==> config.mk <==
export PLATFORM = sky130hd
export DESIGN_NAME = imem_prefetch
export DESIGN_NICKNAME = d
export VERILOG_FILES = /design/src/rtl/imem_pkg.sv /design/src/rtl/sync_fifo.sv /design/src/rtl/imem_prefetch.sv
export SDC_FILE = /design/constraint.sdc
export NUM_CORES = 1
export LEC_CHECK = 0
export BUFFER_PORTS_ARGS = -buffer_cell sky130_fd_sc_hd__buf_2
export CORE_UTILIZATION = 53
export DETAILED_ROUTE_END_ITERATION = 7
export HOLD_SLACK_MARGIN = 0.02
export PLACE_DENSITY = 0.82
export SYNTH_ARGS = -nofsm -noshare
export SYNTH_HDL_FRONTEND = slang
export SYNTH_SLANG_ARGS = --single-unit
==> constraint.sdc <==
create_clock -name clk -period 3.15 [get_ports clk]
set_input_delay 0.4725 -clock clk [delete_from_list [all_inputs] [get_ports clk]]
set_output_delay 0.4725 -clock clk [all_outputs]
set_load 0.01 [all_outputs]
==> src/rtl/imem_pkg.sv <==
// Shared types and constants for the instruction prefetch path.
package imem_pkg;

   localparam int unsigned XLEN             = 32;
   localparam int unsigned PF_DEPTH_DEFAULT = 4;
   localparam logic [31:0] NOP_INSTR        = 32'h0000_0013;

   typedef enum logic [1:0] {IDLE, REQ, WAIT, DISCARD} pf_state_t;

   typedef struct packed {
      logic [XLEN-1:0] pc;
      logic [XLEN-1:0] instr;
   } fetch_entry_t;

endpackage

==> src/rtl/sync_fifo.sv <==
// Synchronous FIFO with flush; power-of-two depth, pointers wrap naturally.
module sync_fifo #(
   parameter int unsigned WIDTH = 64,
   parameter int unsigned DEPTH = 4
) (
   input  logic                     clk,
   input  logic                     reset,
   input  logic                     flush,
   input  logic                     push,
   input  logic                     pop,
   input  logic [WIDTH-1:0]         din,
   output logic [WIDTH-1:0]         dout,
   output logic [$clog2(DEPTH):0]   count,
   output logic                     full,
   output logic                     empty
);

   localparam int unsigned AW = $clog2(DEPTH);
   localparam int unsigned CW = AW + 1;

   logic [WIDTH-1:0] mem [DEPTH];
   logic [AW-1:0]    rd_ptr;
   logic [AW-1:0]    wr_ptr;

   // Storage is cleared on reset so the head reads zero until the first push.
   always_ff @(posedge clk) begin
      if (!reset) begin
         rd_ptr <= '0;
         wr_ptr <= '0;
         count  <= '0;
         for (int i = 0; i < int'(DEPTH); i++) mem[AW'(i)] <= '0;
      end else if (flush) begin
         rd_ptr <= '0;
         wr_ptr <= '0;
         count  <= '0;
      end else begin
         if (push) begin
            mem[wr_ptr] <= din;
            wr_ptr      <= wr_ptr + AW'(1);
         end
         if (pop) rd_ptr <= rd_ptr + AW'(1);
         count <= count + CW'(push) - CW'(pop);
      end
   end

   assign dout  = mem[rd_ptr];
   assign full  = (count == CW'(DEPTH));
   assign empty = (count == '0);

endmodule

==> src/rtl/imem_prefetch.sv <==
// Sequential instruction prefetcher: one outstanding fetch, results buffered
// in a FIFO for instr_fetch; a redirect flushes and restarts at the target.
module imem_prefetch
   import imem_pkg::*;
#(
   parameter int unsigned DEPTH    = PF_DEPTH_DEFAULT,
   parameter logic [31:0] RESET_PC = 32'h0000_0000
) (
   input  logic        clk,
   input  logic        reset,
   input  logic        redirect,
   input  logic [31:0] redirect_pc,
   output logic        mem_req_valid,
   output logic [31:0] mem_req_addr,
   input  logic        mem_req_ready,
   input  logic        mem_resp_valid,
   input  logic [31:0] mem_resp_data,
   output logic        instr_valid,
   output logic [31:0] instr,
   output logic [31:0] instr_pc,
   input  logic        instr_ready
);

   localparam int unsigned CW = $clog2(DEPTH) + 1;

   pf_state_t    state;
   pf_state_t    state_next;
   logic [31:0]  fetch_pc;
   logic [31:0]  fetch_pc_next;
   logic [CW-1:0] count;
   logic [CW-1:0] count_after;
   logic         full;
   logic         empty;
   logic         push;
   logic         pop;
   fetch_entry_t wr_entry;
   fetch_entry_t head;

   // A redirect wins over both the push of a returning word and a head pop.
   assign pop         = ~empty & instr_ready & ~redirect;
   assign push        = (state == WAIT) & mem_resp_valid & ~redirect;
   assign count_after = count + CW'(push) - CW'(pop);
   assign wr_entry    = '{pc: fetch_pc - 32'd4, instr: mem_resp_data};

   sync_fifo #(
      .WIDTH ($bits(fetch_entry_t)),
      .DEPTH (DEPTH)
   ) u_fifo (
      .clk   (clk),
      .reset (reset),
      .flush (redirect),
      .push  (push),
      .pop   (pop),
      .din   (wr_entry),
      .dout  (head),
      .count (count),
      .full  (full),
      .empty (empty)
   );

   assign instr_valid = ~empty;
   assign instr       = head.instr;
   assign instr_pc    = head.pc;

   // Next-state logic; fetch_pc already points past the word in flight.
   always_comb begin
      state_next    = state;
      fetch_pc_next = fetch_pc;
      case (state)
         IDLE:    if (!full) state_next = REQ;
         REQ: begin
            if (mem_req_ready) begin
               fetch_pc_next = fetch_pc + 32'd4;
               state_next    = WAIT;
            end
         end
         WAIT:    if (mem_resp_valid) state_next = (count_after < CW'(DEPTH)) ? REQ : IDLE;
         DISCARD: if (mem_resp_valid) state_next = REQ;
         default: state_next = IDLE;
      endcase
      if (redirect) begin
         fetch_pc_next = redirect_pc;
         case (state)
            REQ:           state_next = mem_req_ready ? DISCARD : REQ;
            WAIT, DISCARD: state_next = mem_resp_valid ? REQ : DISCARD;
            default:       state_next = REQ;
         endcase
      end
   end

   always_ff @(posedge clk) begin
      if (!reset) begin
         state         <= IDLE;
         fetch_pc      <= RESET_PC;
         mem_req_valid <= 1'b0;
         mem_req_addr  <= RESET_PC;
      end else begin
         state         <= state_next;
         fetch_pc      <= fetch_pc_next;
         mem_req_valid <= (state_next == REQ);
         mem_req_addr  <= fetch_pc_next;
      end
   end

endmodule

==> impl_results.md <==
- Ys async rst share: 0%
- Status: complete, no violations
- Leak: 5.86 nW
- Worst Skew: 9.12 ps
- ANT nets after route: 0
- Pin count of the biggest net entering global routing: 65
- WL/cell: 19.6 um
- Site Rows: 57
- Fin crit period: 2710 ps
- Final Hold Violating Endpoints: 0
- Rel. slew slack: 54.8%
- Synth Warn #: 0
- CP cell instances: buf_4, mux4_2, buf_2
- Core area: 24600 um^2
- Placed Area: 14800 um^2
- Least-Margin Pin Slew: 672 ps
- Nature of the critical path startpoint: flop
- Gate Count Post-Synth: 991
- Post-layout util: 63.9%
- CTS tree: done
- Worst min-delay path class: primary input to flop
- Slowest cell on crit path: mux4_2
- Cell variety after synth: 44
- Placer Congestion: 0.854
- Unrepaired setup endpoints after global routing: false
- Met1 usage: 29.7%
- Hpwl dp: 18.8 mm
- MaxCap Viol Count: 0
- Setup TNS Final: 0 ps
- Initial antenna violation count: 0
- CTS Buf Count: 31
- Synth Register Bits: 300
- DRT Pass-1 Iters: 5
- Final #Nets: 1224
- Met3 usage: 3.52%
- Net count after synthesis: 1066
- # resized after CTS: 0
- GRT Overall Usage: 23.0%
- FMAX: 369 MHz
- Final WL: 29.3 mm
- Vias in the first global route: 8687
- Postcts setup bufs: 0
- First-pass GRT wire length: 46.2 mm
- Die Height: 161 um
- Final Instance Area: 15700 um^2
- CTS Buffer Depth: 3
- Clk root buf: clkbuf_16
- Clock Latency Late Sink: 570 ps
- Sequential-to-total area share from yosys stat: 63.6%
- Worst EP arrival: 2240 ps
- Vias/cell: 5.62
- N_diodes: 0
- Critical path peak fanout: 15
- Max incr delay on CP: 590 ps
- Post-synth top flop: edfxtp_1
- Layout cells sized above 1: 27.9%
- Crit Path Category: flop to output pin
- Grt ovf: 0
- H-tree level count: 1
- Power Density: 540 nW/um^2
- Max-slew violations: 0
- I/O Pins: 168
- Layer with the highest usage: met2
- IO Port Bufs: 167
- CP top delay family: multiplexers
- Die width: 161 um
- Tcrit/Tclk final: 86.1%
- Initial drt markers: 603
- Initial core utilization: 54.8%
- EDFF count, synth: 256
- Die area: 26100 um^2
- Clk slew on worst S/H paths: 60 ps
- WP buf/inv: 2
- Clock sinks: 300
- DRC: 0
- Met2 Resource Use GR: 40.7%
- Synthesized area: 13500 um^2
- Via count: 8407
- Syn avg cell area: 13.6 um^2
- Peak supply drop: 0.441 mV
- Syn-to-layout area delta: 16.7%
- Worst EP required: 2680 ps
- CTS Hold Bufs: 0
- Worst Setup End Kind: output pin
- # setup viols final: 0
==> registers in the layout (all words and copies together), names as in the netlist, named ones only <==
register	count
mem_req_valid	1
u_fifo.mem	256
fetch_pc	32
u_fifo.count	3
u_fifo.wr_ptr	2
state	2
u_fifo.rd_ptr	2
==> final timing paths <==
kind	startpoint	endpoint	slack, ps	depth (start not counted)
worst max register to register	u_fifo.count[2]	mem_req_valid	440	11
worst max-delay path	flop	instr_pc[14]	440	3
worst min register to register	u_fifo.rd_ptr[1]	u_fifo.rd_ptr[1]	540	2
worst min-delay path	redirect_pc[3]	fetch_pc[3]	130	2
==> logic make-up after synthesis <==
kind of cell / count (synthesis) / share of synthesized area, %
adder cells (fa/ha/maj): 5 / 0.520
AO/OA/AOI/OAI: 58 / 2.27
flip-flops: 300 / 63.6
multiplexers: 66 / 10.8
XOR/XNOR: 61 / 3.96
buffers and inverters: 92 / 2.76
AND/OR/NAND/NOR: 409 / 16.1
==> final cells by class <==
cell class	instances	area (um^2)
flip-flops and latches	300	8580
fillers	1829	8870
clock buffers	43	821
multi-input cells	599	4580
clock inverters	14	113
inverters	21	78.8
well taps	324	405
repair buffers	196	1150
==> cells in the final DEF (no fill, tap or decap), types with 3 or more instances in the layout <==
cell type / count
edfxtp_1: 256
buf_2: 167
nor2_1: 152
and2_1: 111
mux4_2: 64
dfxtp_1: 42
xor2_1: 33
nand2_1: 33
clkbuf_16: 31
o21ai_0: 29
xnor2_1: 28
a21oi_1: 24
inv_1: 21
buf_4: 21
nor3_1: 20
nand3_1: 18
nand4_1: 15
clkbuf_1: 12
buf_12: 8
or3_1: 6
nor4_2: 6
clkinv_1: 6
or2_2: 5
and3_1: 5
nor2b_1: 5
nand2_4: 4
nor4_1: 4
ha_1: 4
nor4_4: 3
nor2_2: 3
and4_1: 3
clkinv_2: 3
==> Yosys cell counts (all sizes together) (2+ instances only) <==
cell | number | share of area (%)
nor3 | 20 | 0.74
clkbuf | 55 | 1.5
and2 | 111 | 5.2
dfxtp | 44 | 6.5
inv | 21 | 0.58
o21ai | 29 | 1.1
nor3b | 2 | 0.11
xnor2 | 28 | 1.8
or4 | 4 | 0.28
or3 | 7 | 0.36
and3 | 5 | 0.23
nor4 | 13 | 1.2
ha | 4 | 0.37
buf | 16 | 0.64
nand3 | 18 | 0.67
mux4 | 64 | 11
nand4 | 15 | 0.70
or2 | 5 | 0.23
nor2 | 156 | 4.3
xor2 | 33 | 2.1
nor2b | 5 | 0.23
a21oi | 24 | 0.89
nand2b | 2 | 0.093
nand4b | 2 | 0.13
mux2i | 2 | 0.15
o211a | 2 | 0.15
edfxtp | 256 | 57
and4 | 3 | 0.19
nand2 | 37 | 1.0
==> power breakdown <==
| part | internal, W | switching (W) | total [W] |
|---|---|---|---|
| combinational | 0.000222 | 0.000339 | 0.000561 |
| clock | 0.00191 | 0.00149 | 0.00339 |
| sequential | 0.00444 | 0.000102 | 0.00454 |
==> metal layers <==
metal / part of all wire [%] / vias up
met3: 6.8 / 37
met5: 0 / -
met1: 40 / 4138
met2: 52 / 329
met4: 1.8 / 0
li1: - / 3903
==> metrics by stage <==
stage	instances	hold WS, ps	setup slack, ps	total power, W
2_1_floorplan	991	485	432	0.00494
3_3_place_gp	1440	521	599	0.00516
3_5_place_dp	1440	516	468	0.00519
4_1_cts	1497	119	380	0.00855
5_1_grt	1497	137	317	0.00876
6_report	1497	135	439	0.00850
Note: power is estimated with default switching activity, not from simulation.
